File: config.mk
export PLATFORM = sky130hd
export DESIGN_NAME = serial_sub_flat
export DESIGN_NICKNAME = d
export VERILOG_FILES = /design/src/rtl/serial_sub_if.sv /design/src/rtl/serial_sub.sv /design/src/flat_wrapper.sv
export SDC_FILE = /design/constraint.sdc
export NUM_CORES = 1
export LEC_CHECK = 0
export CELL_PAD_IN_SITES_DETAIL_PLACEMENT = 1
export CELL_PAD_IN_SITES_GLOBAL_PLACEMENT = 2
export CORE_UTILIZATION = 35
export CTS_CLUSTER_DIAMETER = 60
export DETAILED_ROUTE_END_ITERATION = 10
export PLACE_DENSITY = 0.93
export SLEW_MARGIN = 40
export SYNTH_ARGS = -nofsm -noshare
export SYNTH_HDL_FRONTEND = slang
export SYNTH_SLANG_ARGS = --single-unit
File: constraint.sdc
create_clock -name clk -period 2.2 [get_ports clk]
set_input_delay 0.66 -clock clk [delete_from_list [all_inputs] [get_ports clk]]
set_output_delay 0.66 -clock clk [all_outputs]
set_load 0.05 [all_outputs]
File: src/rtl/serial_sub_if.sv
// Start/done handshake bundle for serial_sub.
// The requester drives the operands and start. The subtractor returns the status flags and the results.
interface serial_sub_if #(
  parameter int WIDTH = 8
);
  logic             start;
  logic [WIDTH-1:0] a;
  logic [WIDTH-1:0] b;
  logic             bin;
  logic             ready;
  logic             busy;
  logic             done;
  logic [WIDTH-1:0] diff;
  logic             borrow;
  logic             ovf;

  modport master (
    output start, a, b, bin,
    input  ready, busy, done, diff, borrow, ovf
  );

  modport slave (
    input  start, a, b, bin,
    output ready, busy, done, diff, borrow, ovf
  );
endinterface

File: src/rtl/serial_sub.sv
// Sequential subtractor that computes a - b - bin, BPC bits per clock from the LSB upward.
// A registered borrow links each slice to the next. Results are held until the next accepted start.
module serial_sub #(
  parameter int WIDTH = 8,
  parameter int BPC   = 1
) (
  input  logic         clk,
  input  logic         rst,
  serial_sub_if.slave  bus
);

  localparam int N  = WIDTH / BPC;
  localparam int CW = (N > 1) ? $clog2(N) : 1;

  if (WIDTH < 2 || BPC < 1 || (WIDTH % BPC) != 0) begin : g_bad_params
    $fatal(1, "serial_sub: WIDTH must be >= 2 and a multiple of BPC >= 1");
  end

  typedef enum logic [1:0] {IDLE, RUN, DONE} state_t;

  state_t           state;
  logic [CW-1:0]    cnt;
  logic [WIDTH-1:0] a_sr, b_sr, acc, acc_next;
  logic             brw, a_msb, b_msb;
  logic [BPC-1:0]   slice_d;
  logic             slice_b;

  always_comb begin
    logic c;
    // NOTE: blocking assignments let the borrow ripple through all BPC cells within one clock.
    c       = brw;
    slice_d = '0;
    for (int i = 0; i < BPC; i++) begin
      slice_d[i] = a_sr[i] ^ b_sr[i] ^ c;
      c          = (~a_sr[i] & b_sr[i]) | (~(a_sr[i] ^ b_sr[i]) & c);
    end
    slice_b  = c;
    acc_next = (acc >> BPC) | (WIDTH'(slice_d) << (WIDTH - BPC));
  end

  always_ff @(posedge clk) begin
    if (rst) begin
      state      <= IDLE;
      cnt        <= '0;
      a_sr       <= '0;
      b_sr       <= '0;
      acc        <= '0;
      brw        <= 1'b0;
      a_msb      <= 1'b0;
      b_msb      <= 1'b0;
      bus.diff   <= '0;
      bus.borrow <= 1'b0;
      bus.ovf    <= 1'b0;
      bus.done   <= 1'b0;
      bus.busy   <= 1'b0;
      bus.ready  <= 1'b1;
    end else begin
      case (state)
        IDLE: if (bus.start) begin
          a_sr      <= bus.a;
          b_sr      <= bus.b;
          brw       <= bus.bin;
          a_msb     <= bus.a[WIDTH-1];
          b_msb     <= bus.b[WIDTH-1];
          cnt       <= '0;
          acc       <= '0;
          state     <= RUN;
          bus.ready <= 1'b0;
          bus.busy  <= 1'b1;
        end
        RUN: begin
          a_sr <= a_sr >> BPC;
          b_sr <= b_sr >> BPC;
          brw  <= slice_b;
          acc  <= acc_next;
          cnt  <= cnt + CW'(1);
          if (cnt == CW'(N - 1)) begin
            // Signed overflow is only possible when the operand signs differ.
            bus.diff   <= acc_next;
            bus.borrow <= slice_b;
            bus.ovf    <= (a_msb ^ b_msb) & (acc_next[WIDTH-1] ^ a_msb);
            state      <= DONE;
            bus.busy   <= 1'b0;
            bus.done   <= 1'b1;
          end
        end
        DONE: begin
          state     <= IDLE;
          bus.done  <= 1'b0;
          bus.ready <= 1'b1;
        end
        default: begin
          state     <= IDLE;
          bus.done  <= 1'b0;
          bus.busy  <= 1'b0;
          bus.ready <= 1'b1;
        end
      endcase
    end
  end

endmodule

File: src/flat_wrapper.sv
// flat-port wrapper written by rule: the top's interface ports become plain ports
module serial_sub_flat 
#(
  parameter int WIDTH = 8,
  parameter int BPC   = 1
)
  (clk, rst, bus_start, bus_a, bus_b, bus_bin, bus_ready, bus_busy, bus_done, bus_diff, bus_borrow, bus_ovf);
  serial_sub_if #(.WIDTH(WIDTH)) bus_i ();
  input  logic clk;
  input  logic rst;
  input wire logic [$bits(bus_i.start)-1:0] bus_start;
  input wire logic [$bits(bus_i.a)-1:0] bus_a;
  input wire logic [$bits(bus_i.b)-1:0] bus_b;
  input wire logic [$bits(bus_i.bin)-1:0] bus_bin;
  output wire logic [$bits(bus_i.ready)-1:0] bus_ready;
  output wire logic [$bits(bus_i.busy)-1:0] bus_busy;
  output wire logic [$bits(bus_i.done)-1:0] bus_done;
  output wire logic [$bits(bus_i.diff)-1:0] bus_diff;
  output wire logic [$bits(bus_i.borrow)-1:0] bus_borrow;
  output wire logic [$bits(bus_i.ovf)-1:0] bus_ovf;
  assign bus_i.start = bus_start;
  assign bus_i.a = bus_a;
  assign bus_i.b = bus_b;
  assign bus_i.bin = bus_bin;
  assign bus_ready = bus_i.ready;
  assign bus_busy = bus_i.busy;
  assign bus_done = bus_i.done;
  assign bus_diff = bus_i.diff;
  assign bus_borrow = bus_i.borrow;
  assign bus_ovf = bus_i.ovf;
  serial_sub #(.WIDTH(WIDTH), .BPC(BPC)) u_core (.clk(clk), .rst(rst), .bus(bus_i));
endmodule
======== After elaboration in Yosys (flattened, before gate mapping) ========
Index checks and enable logic that the tools add are counted.
Widths: inputs -> output; s select.
word-level totals
  register bits ........................... 45
  output and inout port bits .............. 13
cells by class
  add/sub/neg operators ................... 1
  eq/ne operators ......................... 5
  mux-type cells .......................... 20
  bitwise gates (word level) .............. 14
  reduce and logical (&&, ||, !) cells .... 9
operator list
  kind                 number
  $pmux 8 s2           3
  $mux 8               3
  $reduce_and 2->1     6
  $or 7x8->8           1
  $pmux 1 s2           3
  $pmux 3 s2           1
  $mux 1               5
  $not 1->1            5
  $mux 2               2
  $pmux 2 s2           1
  $xor 1x1->1          4
  $add 3x1->3 const B  1
  $and 1x1->1          3
  $eq 3x3->1 const B   1
  $mux 3               1
  $pmux 1 s3           1
  $reduce_and 3->1     1
  $eq 2x1->1 const B   1
  $eq 2x2->1 const B   1
  $logic_not 2->1      1
  $ne 2x1->1 const B   1
  $ne 2x2->1 const B   1
  $reduce_bool 2->1    1
  $or 1x1->1           1

======== Depth between registers and ports, before layout ========
  depth after elaboration ................. 5
  mapped depth ............................ 6

======== Worst setup path before layout ========
Ideal clock, no wire load.
  path kind ............................... input -> register
  start ................................... input rst
  end ..................................... register u_core.bus.borrow
  setup time .............................. 0.148 ns
  arrival ................................. 1.299 ns
  data required time ...................... 2.052 ns
  slack ................................... 0.753 ns
  cell stages on the path ................. 3
  cells stage by stage .................... buf_2 -> clkbuf_1 -> a211oi_1
RTL lines
  element                 RTL line             source
  start: declaration      flat_wrapper.sv:10   input logic rst;
  end signal: assignment  serial_sub.sv:80     bus.borrow <= slice_b;
  end: declaration        serial_sub_if.sv:24  output ready, busy, done, diff, borrow, ovf
No word-level cell between the ends.

======== Final worst setup path ========
  start ................................... register u_core.bus.done
  end ..................................... output bus_done
RTL lines
  element                   RTL line             source
  start: declaration        serial_sub_if.sv:24
  start signal: assignment  serial_sub.sv:54     bus.done <= 1'b0;
  start signal: assignment  serial_sub.sv:84     bus.done <= 1'b1;
  start signal: assignment  serial_sub.sv:89     bus.done <= 1'b0;
  end: declaration          flat_wrapper.sv:17   output wire logic [$bits(bus_i.done)-1:0] bus_done;
No word-level cell between the ends.

==> flow_summary.ini <==
[synthesis]
synth-seq-cells = 44
ys_seq_area_share_pct = 46.41
ys_types = 30
syn_inst = 186
synth.area.top_cells = dfxtp_1 46%, a211oi_2 9.2%, mux2i_1 9.0%
syn_area_sq_um = 1898
ys_warn_count = 0
syn_nets = 209
synth_top_area_share_pct = 46.41
syn_avg_cell_area_sq_um = 10.20
synth_largest_area_cell = dfxtp_1

[clock_tree]
cts_setup_buffers = 0
cts_tree = done
cts_max_path_buffers = 2
clock_latency_ps = 290
postCtsHoldBufs = 0
cts_max_level = 2
cts.clk_slew.worst_paths_ps = 80
cts-root-buf = clkbuf_8
cts_buffers = 5
cts_resized = 0
cts.sinks = 44

[timing]
slew_viol_final = 0
tightest_slew_ps = 554.0
rsz0062_at_grt = false
period_minus_slack_ps = 2104
timing.fmax_ghz = 0.4754
slew_headroom_pct = 63.07
finalWorstSetupSlack_ps = 96.29
finalClockSkew_ps = 5.077
hold_viol_final = 0
setup_viol_count_final = 0
finalCritPeriodShare_pct = 95.62

[setup_path]
path_cells = clkdlybuf4s50_1
cp_data_required_time_ps = 1540
cpMaxStageDelayCell = clkdlybuf4s50_1
crit_family = buffers and inverters
r2r_cells = 5
r2r_start = u_core.cnt[0]
reg2reg_to = u_core.bus.ovf
reg2reg_slack_ps = 490
critPathMaxFanout = 2
crit_buf_inv = 1
critPathLaunchType = flop
critPathMaxStageDelay_ps = 810
crit_arrival_ps = 1440
setup.worst_path.end_class = output pin
worst-setup-path-type = reg2out

[floorplanning]
core_sq_um = 5172
num_rows = 26
die-area_sq_um = 5721
ioPinCount = 33
dieWidth_um = 75.64
start_util_pct = 36.70
die_h_um = 75.64

[finish]
finalNetCount = 240
design_area_sq_um = 2342
fillCellCount = 581
n_antenna_cell = 0
drive_above_1_share_pct = 19.91
syn2layout_area_growth_pct = 23.40

[placement]
dp_hpwl_um = 2811
placed_cell_area_sq_um = 2243
place_ws_ps = 166.7
gp_congestion = 0.6924
portBuffers = 32

[global_route]
grt_max_degree = 25
grt_pass1_wl_um = 6658
grt_usage_pct = 15.93
grt_pass1_vias = 1469
gr-total-overflow = 0
antenna_found_initial = 0

[status]
status = finished, final reports clean

[route]
post_drt_wl_per_cell_um = 14.09
first_iter_violations = 69
drt_first_pass_iters = 4
ant_nets = 0
num_vias = 1421
wl_um = 4029
drc = 0
vias_per_cell = 4.969

[worst_hold_path]
hp-class = reg2reg
whs_path_depth = 2
min_from = u_core.bus.diff[0]
min_to = u_core.bus.diff[0]

[power_and_ir_drop]
leakagePower_nw = 0.8775
cellPowerDensity_nw_per_um2 = 714.6
peakVddDrop_mv = 0.2641

[job]
maxCapViolations = 0
==> final cells by class <==
class                      instances  area [sq um]  area share (%)
timing repair buffer              40         387.9           16.56
sequential                        44         880.8           37.61
clock buffer                       5         68.82           2.938
multi-input combinational        123         875.8           37.39
clock inverter                     1         30.03           1.282
tap                               70         87.58           3.739
inverter                           3         11.26          0.4808
==> per-stage QoR <==
stage / power, mW / hold slack (ps) / utilization (%) / instances / TNS [ps]
2_1_floorplan: 1.040 / 432.3 / - / 186 / 0
4_1_cts: 1.691 / 461.8 / 45.28 / 286 / 0
5_1_grt: 1.744 / 487.6 / 45.28 / 286 / 0
3_3_place_gp: 1.103 / 445.6 / 43.30 / 280 / -196.2
3_5_place_dp: 1.111 / 449.8 / 43.37 / 280 / 0
6_report: 1.674 / 458.3 / 45.28 / 286 / 0
==> layout by cell type, fill, tap and decap left out, types with 3 or more instances in the layout <==
cell type	Yosys	routed
a211oi_2	14	14
nor2_1	28	28
buf_4	2	11
nor2_2	6	6
clkbuf_8	0	5
mux2i_1	17	17
nand2_1	17	17
clkdlybuf4s50_1	0	26
inv_1	3	3
dfxtp_1	44	44
a21oi_1	10	10
a22oi_1	11	11
==> sequential cells by signal, indices dropped and copies added, names as in the netlist <==
register / count
u_core.state: 2
u_core.bus.done: 1
u_core.bus.diff: 8
u_core.bus.borrow: 1
u_core.bus.busy: 1
u_core.bus.ovf: 1
u_core.acc: 7
u_core.b_sr: 8
u_core.brw: 1
u_core.a_sr: 8
u_core.cnt: 3
u_core.bus.ready: 1
u_core.b_msb: 1
u_core.a_msb: 1
==> layer usage <==
layer  part of all wire (%)  routed length (um)  GRT usage [%]  up-vias
met5                      0                   0              0        -
met4                    2.3                  91          7.407        0
met3                    3.1                 125          3.704        9
met2                     48                1937          27.68       23
met1                     47                1874          18.59      684
li1                       -                   -              -      705
==> cells by family after synthesis <==
| kind of cell | count (synthesis) | synth area share (%) |
|---|---|---|
| fa+ha+maj | 3 | 2.373 |
| simple gates | 59 | 14.44 |
| compound gates | 44 | 20.17 |
| flops | 44 | 46.41 |
| mux | 17 | 8.965 |
| buf+inv | 19 | 7.646 |
==> power breakdown <==
part           total [mW]  internal, mW  switching, mW
Clock               0.583         0.326          0.258
Combinational       0.232         0.114          0.118
Sequential          0.858         0.833         0.0251
Total                1.67          1.27          0.401
==> synth_stat cells (all sizes together) <==
| master | count |
|---|---|
| fa | 1 |
| inv | 3 |
| o21ba | 1 |
| a21oi | 10 |
| a221oi | 1 |
| mux2i | 17 |
| nand3b | 1 |
| ha | 2 |
| nor3b | 1 |
| nand2 | 17 |
| o21ai | 2 |
| nor2 | 34 |
| dfxtp | 44 |
| and3b | 2 |
| nor2b | 1 |
| clkbuf | 4 |
| nand2b | 2 |
| a211o | 1 |
| a2111oi | 1 |
| a22oi | 11 |
| a211oi | 16 |
| buf | 12 |
| o21bai | 1 |
| nor3 | 1 |
==> how the worst max path moves through the flow <==
| stage | startpoint | cells after the start | to | slack [ps] |
|---|---|---|---|---|
| finish | u_core.bus.done | 1 | bus_done | 100 |
| global route | u_core.bus.done | 1 | bus_done | 30 |
| CTS | u_core.bus.diff[7] | 1 | bus_diff[7] | 80 |
| detailed placement | bus_start | 6 | u_core.b_sr[3] | 170 |
| global placement | bus_start | 4 | u_core.acc[5] | -30 |
| floorplan | rst | 3 | u_core.bus.borrow | 750 |
Note: power is estimated with default switching activity, not from simulation.
